[src/rtl/square_synth_mixer_pkg.sv]
// Shared constants and helpers for the square/pulse synthesiser voices and mixer.
package synth_pkg;

  typedef enum logic {
    DUTY_SQUARE  = 1'b0,
    DUTY_PULSE25 = 1'b1
  } duty_e;

  localparam logic [2:0] DECAY_HOLD = 3'd0;

  // Mix width wide enough for NUM_CH full-scale voices without saturation.
  function automatic int mix_width(input int num_ch, input int vol_w);
    return vol_w + $clog2(num_ch);
  endfunction

endpackage

[src/rtl/square_synth_mixer_voice.sv]
// One synthesiser voice: phase accumulator, square/pulse bit select and decay envelope.
module synth_voice
  import synth_pkg::*;
#(
  parameter int unsigned PHASE_W = 16,
  parameter int unsigned INC_W   = 8,
  parameter int unsigned OCT_W   = 2,
  parameter int unsigned VOL_W   = 6
) (
  input  logic               clk,
  input  logic               reset,
  input  logic               sample_stb,
  input  logic               tick_stb,
  input  logic [INC_W-1:0]   note_inc,
  input  logic [OCT_W-1:0]   note_oct,
  input  logic               duty,
  input  logic [2:0]         decay_sh,
  input  logic               trig,
  output logic [VOL_W-1:0]   smp,
  output logic [VOL_W-1:0]   vol
);

  localparam int unsigned PIDX_W = (PHASE_W > 1) ? $clog2(PHASE_W) : 1;

  logic [PHASE_W-1:0] pha_q, pha_d;
  logic [VOL_W-1:0]   vol_q, vol_d;
  logic [PIDX_W-1:0]  hi_idx, lo_idx;
  logic               on;

  always_comb begin
    pha_d = pha_q;
    if (sample_stb) begin
      pha_d = pha_q + PHASE_W'(note_inc);
    end
  end

  // Octave shifts the observed phase bit down; the pulse companion bit clamps at 0.
  always_comb begin
    hi_idx = PIDX_W'(PHASE_W - 1) - PIDX_W'(note_oct);
    lo_idx = (hi_idx == '0) ? '0 : hi_idx - PIDX_W'(1);
    on     = pha_q[hi_idx];
    if (duty == DUTY_PULSE25) begin
      on = pha_q[hi_idx] & pha_q[lo_idx];
    end
  end

  // Trigger beats decay; decay stalls at the floor where vol >> sh reaches zero.
  always_comb begin
    vol_d = vol_q;
    if (trig) begin
      vol_d = '1;
    end else if (tick_stb && (decay_sh != DECAY_HOLD)) begin
      vol_d = vol_q - (vol_q >> decay_sh);
    end
  end

  always_ff @(posedge clk or posedge reset) begin
    if (reset) begin
      pha_q <= '0;
      vol_q <= '0;
    end else begin
      pha_q <= pha_d;
      vol_q <= vol_d;
    end
  end

  assign smp = on ? vol_q : '0;
  assign vol = vol_q;

endmodule

[src/rtl/square_synth_mixer.sv]
// N-voice square/pulse synthesiser: voices, registered mixer and first-order PWM output.
module square_synth_mixer
  import synth_pkg::*;
#(
  parameter int unsigned NUM_CH  = 2,
  parameter int unsigned PHASE_W = 16,
  parameter int unsigned INC_W   = 8,
  parameter int unsigned OCT_W   = 2,
  parameter int unsigned VOL_W   = 6,
  localparam int unsigned S_W    = mix_width(NUM_CH, VOL_W)
) (
  input  logic                      clk,
  input  logic                      reset,
  input  logic                      sample_stb,
  input  logic                      tick_stb,
  input  logic [NUM_CH*INC_W-1:0]   note_inc,
  input  logic [NUM_CH*OCT_W-1:0]   note_oct,
  input  logic [NUM_CH-1:0]         duty,
  input  logic [NUM_CH*3-1:0]       decay_sh,
  input  logic [NUM_CH-1:0]         trig,
  output logic [S_W-1:0]            mix_out,
  output logic                      pwm_out,
  output logic [NUM_CH*VOL_W-1:0]   vol_out
);

  logic [VOL_W-1:0] smp [NUM_CH];
  logic [VOL_W-1:0] vol [NUM_CH];

  for (genvar k = 0; k < NUM_CH; k++) begin : g_voice
    synth_voice #(
      .PHASE_W (PHASE_W),
      .INC_W   (INC_W),
      .OCT_W   (OCT_W),
      .VOL_W   (VOL_W)
    ) u_voice (
      .clk        (clk),
      .reset      (reset),
      .sample_stb (sample_stb),
      .tick_stb   (tick_stb),
      .note_inc   (note_inc[k*INC_W +: INC_W]),
      .note_oct   (note_oct[k*OCT_W +: OCT_W]),
      .duty       (duty[k]),
      .decay_sh   (decay_sh[k*3 +: 3]),
      .trig       (trig[k]),
      .smp        (smp[k]),
      .vol        (vol[k])
    );
    assign vol_out[k*VOL_W +: VOL_W] = vol[k];
  end

  logic [S_W-1:0] mix_q, mix_d;
  logic [S_W-1:0] acc_q, acc_d;
  logic           pwm_q, pwm_d;
  logic [S_W:0]   acc_next;

  always_comb begin
    mix_d = '0;
    for (int unsigned k = 0; k < NUM_CH; k++) begin
      mix_d = mix_d + S_W'(smp[k]);
    end
  end

  // First-order sigma-delta: the carry out of the accumulator is the PWM bit.
  always_comb begin
    acc_next = {1'b0, acc_q} + {1'b0, mix_q};
    acc_d    = acc_next[S_W-1:0];
    pwm_d    = acc_next[S_W];
  end

  always_ff @(posedge clk or posedge reset) begin
    if (reset) begin
      mix_q <= '0;
      acc_q <= '0;
      pwm_q <= 1'b0;
    end else begin
      mix_q <= mix_d;
      acc_q <= acc_d;
      pwm_q <= pwm_d;
    end
  end

  assign mix_out = mix_q;
  assign pwm_out = pwm_q;

endmodule

[config.mk]
export PLATFORM = sky130hd
export DESIGN_NAME = square_synth_mixer
export DESIGN_NICKNAME = d
export VERILOG_FILES = /design/src/rtl/square_synth_mixer_pkg.sv /design/src/rtl/square_synth_mixer_voice.sv /design/src/rtl/square_synth_mixer.sv
export SDC_FILE = /design/constraint.sdc
export NUM_CORES = 1
export LEC_CHECK = 0
export CORE_MARGIN = 2
export CORE_UTILIZATION = 55
export CTS_CLUSTER_DIAMETER = 50
export DETAILED_ROUTE_END_ITERATION = 6
export PLACE_DENSITY = 0.9
export SETUP_SLACK_MARGIN = 0.1
export SYNTH_ARGS = -nofsm -noshare
export SYNTH_HDL_FRONTEND = slang
export SYNTH_SLANG_ARGS = --single-unit
[constraint.sdc]
create_clock -name clk -period 3.45 [get_ports clk]
set_input_delay 0.345 -clock clk [delete_from_list [all_inputs] [get_ports clk]]
set_output_delay 0.345 -clock clk [all_outputs]
set_load 0.005 [all_outputs]
=== Word level (Yosys, flattened, before mapping) ===
Cells that the tools add are included.

* Register bits after elaboration: 59
* Bits of input ports: 34
* Output and inout bits: 20

* Add/subtract/negate cells: 10
* Magnitude comparators: 4
* Muxes and demuxes: 18
* Shifts and indexed selects: 2
* Bitwise gates (word level): 2
* Reductions and logical operators: 8

{| class="wikitable"
|+ Operators with widths
! kind !! number
|-
| $mux 6 || 6
|-
| $add 16x8->16 || 2
|-
| $lt 4x5->1 const B || 4
|-
| $bmux 1 s4 || 4
|-
| $shr 6x3->6 || 2
|-
| $sub 6x6->6 || 2
|-
| $add 7x7->8 || 1
|-
| $logic_not 4->1 || 2
|-
| $mux 4 || 2
|-
| $sub 1x3->4 const A || 2
|-
| $sub 4x1->4 const B || 2
|-
| $add 6x6->7 || 1
|-
| $mux 1 || 6
|-
| $reduce_bool 3->1 || 2
|-
| $reduce_bool 2->1 || 2
|-
| $and 1x1->1 || 2
|-
| $logic_and 1x1->1 || 2
|}

=== Longest topological paths before layout ===
* Depth after elaboration: 9
* Gate-level depth with buffers: 12
* Depth with buffers taken out: 12

=== Modules after synthesis ===
From an unflattened synthesis, not the netlist that was laid out.

* Cells, all modules: 465
* Area total of the unflattened synthesis: 4520.6 um^2

{| class="wikitable"
|+ Modules (own cells, without submodules)
! module !! cells each !! instances !! area each (um^2)
|-
| synth_voice || 192 || 2 || 1816.7
|-
| square_synth_mixer || 81 || 1 || 887.1
|}

=== Least setup slack after synthesis ===
OpenSTA, ideal clock, no wires.

* Kind: input -> register
* Start point: input note_oct[0]
* End point: register mix_q[6] (netlist: mix_out[6])
* Buffers on the path: 0
* Cell stages on the path: 12
* Library setup time: 122 ps
* Slack: 598 ps
* Arrival time: 2730 ps
* Cell sequence: ha_1 > mux4_2 > mux2i_1 > nand2_1 > and3_1 > ha_1 > fa_1 > a21o_1 > a21oi_1 > nor2b_1 > o21ai_0 > nand2b_1

* Cells in the longest elaborated chain, start to end: 9

{| class="wikitable"
|+ Ends and longest elaborated chain
! item !! line !! RTL
|-
| from (decl) || square_synth_mixer.sv:17 || <nowiki>input logic [NUM_CH*OCT_W-1:0] note_oct,</nowiki>
|-
| $sub 1x3->4 (*) || square_synth_mixer_voice.sv:39 || <nowiki>hi_idx = PIDX_W'(PHASE_W - 1) - PIDX_W'(note_oct);</nowiki>
|-
| $sub 4x1->4 / $logic_not 4->1 (equally long branches) || square_synth_mixer_voice.sv:40 || <nowiki>lo_idx = (hi_idx == '0) ? '0 : hi_idx - PIDX_W'(1);</nowiki>
|-
| $mux 4 || square_synth_mixer_voice.sv:40 ||
|-
| $bmux 1 s4 || square_synth_mixer_voice.sv:43 || <nowiki>on = pha_q[hi_idx] & pha_q[lo_idx];</nowiki>
|-
| $mux 1 (not written as such) || square_synth_mixer_voice.sv:43 ||
|-
| $and 1x1->1 || square_synth_mixer_voice.sv:43 ||
|-
| $mux 1 (*) || square_synth_mixer_voice.sv:42 || <nowiki>if (duty == DUTY_PULSE25) begin</nowiki>
|-
| $mux 6 (*) || square_synth_mixer_voice.sv:67 || <nowiki>assign smp = on ? vol_q : '0;</nowiki>
|-
| $add 6x6->7 (*) || square_synth_mixer.sv:59 || <nowiki>mix_d = mix_d + S_W'(smp[k]);</nowiki>
|-
| named net mix_d[6] || square_synth_mixer.sv:51 || <nowiki>logic [S_W-1:0] mix_q, mix_d;</nowiki>
|-
| to (signal assigned) || square_synth_mixer.sv:76 || <nowiki>mix_q <= mix_d;</nowiki>
|-
| to (decl) || square_synth_mixer.sv:51 ||
|}

The timed path passes the listed nets; every way through them passes the cells marked *. The select of a mux whose other input is x is not followed.
A chain may end at the register's enable or synchronous reset.

=== Final worst setup path ===
* Start point: input note_oct[1]
* End point: register mix_q[6] (netlist: mix_out[6])

Same word-level chain as after synthesis.

==> results.ini <==
[outcome]
outcome = finished clean

[place]
pre_cts_ws_ns = -0.104
gpl_wtd_cong = 0.900
hpwlAfterDp_um = 6980
numPortBuffers = 53
place.detailed.instances = 568
postPlaceCellArea_um2 = 4900

[min_path]
worstHoldPathType = primary input to async pin

[finish]
num-nets-final = 558
layout-drive-gt1-share_pct = 12.4
design_area_um2 = 5130
fin_cells = 584
insertedDiodeCount = 0
area.growth.synth_to_final_pct = 21.1

[synth]
seq_area_frac_synth_pct = 34.8
post-synth-top-area-fraction_pct = 34.8
synthCells = 415
synth-async-reset-ratio_pct = 100
synth_enable_flop_cells = 0
synthTopCellsByCount = sky130_fd_sc_hd__dfrtp_1, sky130_fd_sc_hd__ha_1, sky130_fd_sc_hd__nor2_1, sky130_fd_sc_hd__a21oi_1, sky130_fd_sc_hd__nand2_1
synthesis.yosys.warnings = 0
synthesis.area_per_instance_um2 = 10.2
synth.ff_latch_count = 59
synthesis.nets = 496
synth_top_cells_by_area = sky130_fd_sc_hd__dfrtp_1, sky130_fd_sc_hd__ha_1, sky130_fd_sc_hd__xnor2_1, sky130_fd_sc_hd__mux4_2, sky130_fd_sc_hd__mux2_2
most_common_cell_in_the_netlist = sky130_fd_sc_hd__dfrtp_1
synthDominantAreaCellType = sky130_fd_sc_hd__dfrtp_1
synthesis.area_um2 = 4240
netlist-cell-type-count = 58
dominantRegCellSynth = sky130_fd_sc_hd__dfrtp_1

[grt]
grt_pass1_wl_um = 16100
antenna_found_initial = 0
grt_overflow = 0
vias_in_the_first_global_route = 3582
globalRouteTotalUtil_pct = 24.0
grt_max_degree = 44

[routing]
routed_wl_um = 9260
route.vias.total = 3430
via_per_instance_ratio = 5.87
m1WireLength_um = 3770
routedWlPerCell_um = 15.9
drc_errors = 0
wl_met2_um = 4850
antenna_left = 0
routed.top_layer = met4
drt-initial-drc-count = 157
drt_pass1_iterations = 4
wl_met3_um = 447

[setup_path]
path_class = primary input to flip-flop
timing.critical_path.from_type = primary input
critical_path.reg2reg.endpoint = mix_out[6]
timing.reg2reg.worst_path_depth = 11
critPathArrivalTime_ns = 3.42
cp-startpoint = note_oct[1]
critical_path_required_ns = 3.68
timing.reg2reg.setup_slack_ns = 0.63
crit_fanout = 6
critPathCaptureType = flip-flop
regToRegStartpoint = g_voice[1].u_voice.pha_q[8]

[power_and_ir_drop]
cellLeakagePower_nw = 2.38
power.clock.fraction_pct = 22.6
comb_power_share_pct = 43.5
reg_power_share_pct = 34.0
internal-power_w = 0.00203
p_sw_share_pct = 36.6
p_switching_w = 0.00117
vdd_ir_drop_max_uv = 624
powerDensity_nw_per_um2 = 622

[sta]
final-setup-viol-count = 0
setup_tns_ns = 0
worst_slack_ns = 0.257
layout_min_cycle_time_ns = 3.19
timing.final.max_slew_violations = 0
timing.final.crit_share_pct = 92.6
worst_pin_slew_ns = 0.700
setup_repair_after_global_routing_missed_its_margin = false
finalHoldViolCount = 0
fin_worst_skew_ns = 0.00709
maxClockFrequency_mhz = 313
slew_headroom_pct = 53.1

[cts]
ctsRootBufferMaster = sky130_fd_sc_hd__clkbuf_8
tritoncts = yes
clk_latency_ns = 0.35
htree_num_levels = 3
numCtsBuffers = 9
clk_transition_reported_paths_ns = 0.07
clk_path_buf_depth = 2
sinks_on_the_clock_net = 59

[die]
dieHeight_um = 91.8
ios = 54
core_um2 = 7610
die_area_um2 = 8420
floorplan.initialDensity_pct = 55.7
die_width_um = 91.8
rows = 32

[job]
max_cap_violation_count = 0

[worst max-delay path: stages]
cell and delay (ns):
sky130_fd_sc_hd__clkdlybuf4s50_1 0.45, sky130_fd_sc_hd__ha_1 0.35, sky130_fd_sc_hd__mux4_2 0.51, sky130_fd_sc_hd__mux2i_1 0.14, sky130_fd_sc_hd__nand2_1 0.13, sky130_fd_sc_hd__and3_1 0.19, sky130_fd_sc_hd__ha_1 0.23, sky130_fd_sc_hd__fa_1 0.41
sky130_fd_sc_hd__a21o_1 0.20, sky130_fd_sc_hd__a21oi_2 0.16, sky130_fd_sc_hd__nor2b_1 0.07, sky130_fd_sc_hd__o21ai_0 0.16, sky130_fd_sc_hd__nand2b_1 0.08
[timing repair]
item                                    in CTS  in global routing
hold buffers                                 0                  0
endpoints found under the setup margin       0                  1
resized for setup                            0                  1
buffers inserted                             0                  0
[registers in the layout (all words and copies together) (netlist names)]
register	cells
g_voice.u_voice.pha_q	32
g_voice.u_voice.vol	12
pwm_out	1
acc_q	7
mix_out	7
[cells by family (layout without fill, tap and decap cells)]
family,after synthesis,count (layout),share of synthesized area (%)
AO/OA/AOI/OAI,95,95,15.4
XOR/XNOR,37,37,7.65
adder cells (fa/ha/maj),47,47,14.9
buffers and inverters,36,103,3.69
flip-flops,59,59,34.8
multiplexers,33,33,10.6
AND/OR/NAND/NOR,108,108,12.9
[power by group through the flow]
stage	combinational (W)	clock [W]	sequential [W]
after global placement	0.00128	0	0.00108
after floorplan	0.00106	0	0.00104
after detailed placement	0.00137	0	0.00110
final	0.00139	0.000720	0.00109
after CTS	0.00139	0.000732	0.00108
after global routing	0.00156	0.000764	0.00111
[final cells by class]
class	count	area [um2]
Clock inverter	6	88.8
Clock buffer	10	138
Inverter	25	93.8
Multi-Input combinational cell	320	2610
Tap cell	102	128
Timing Repair Buffer	62	598
Sequential cell	59	1480
Fill cell	583	2480
[layout by cell type (no fill, tap or decap), types with 9 or more instances in the layout]
cell type	netlist	final
sky130_fd_sc_hd__clkdlybuf4s50_1	0	53
sky130_fd_sc_hd__nand2_1	25	25
sky130_fd_sc_hd__inv_1	24	23
sky130_fd_sc_hd__and3_1	14	14
sky130_fd_sc_hd__a21oi_1	26	25
sky130_fd_sc_hd__mux2_2	14	14
sky130_fd_sc_hd__o21ai_0	14	14
sky130_fd_sc_hd__dfrtp_1	59	59
sky130_fd_sc_hd__nor2_1	30	30
sky130_fd_sc_hd__ha_1	41	41
sky130_fd_sc_hd__buf_4	2	9
sky130_fd_sc_hd__xnor2_1	23	23
sky130_fd_sc_hd__a211o_1	10	10
sky130_fd_sc_hd__xor2_1	14	14
sky130_fd_sc_hd__clkbuf_8	0	10
sky130_fd_sc_hd__mux2i_1	11	11
[worst max path at each step]
stage	end	slack (ns)	cells past startpoint
finish	mix_out[6]	0.26	13
global route	mix_out[6]	0.11	13
CTS	mix_out[6]	0.22	13
detailed placement	mix_out[6]	-0.10	13
global placement	mix_out[6]	0.07	13
floorplan	mix_out[6]	0.60	12
[metrics by stage]
| stage | util (%) | hold slack [ns] | total power (W) |
|---|---|---|---|
| finish | 67.5 | 0.297 | 0.00319 |
| global route | 67.5 | 0.314 | 0.00344 |
| CTS | 67.4 | 0.292 | 0.00321 |
| detailed placement | 64.4 | 0.461 | 0.00247 |
| global placement | 64.4 | 0.455 | 0.00236 |
| floorplan | - | 0.443 | 0.00210 |
[layer usage]
metal	vias up	GRT usage (%)
li1	1629	-
met1	1692	26.6
met3	21	6.74
met5	-	0
met2	88	43.4
met4	0	9.58
Note: power is estimated with default switching activity, not from simulation.
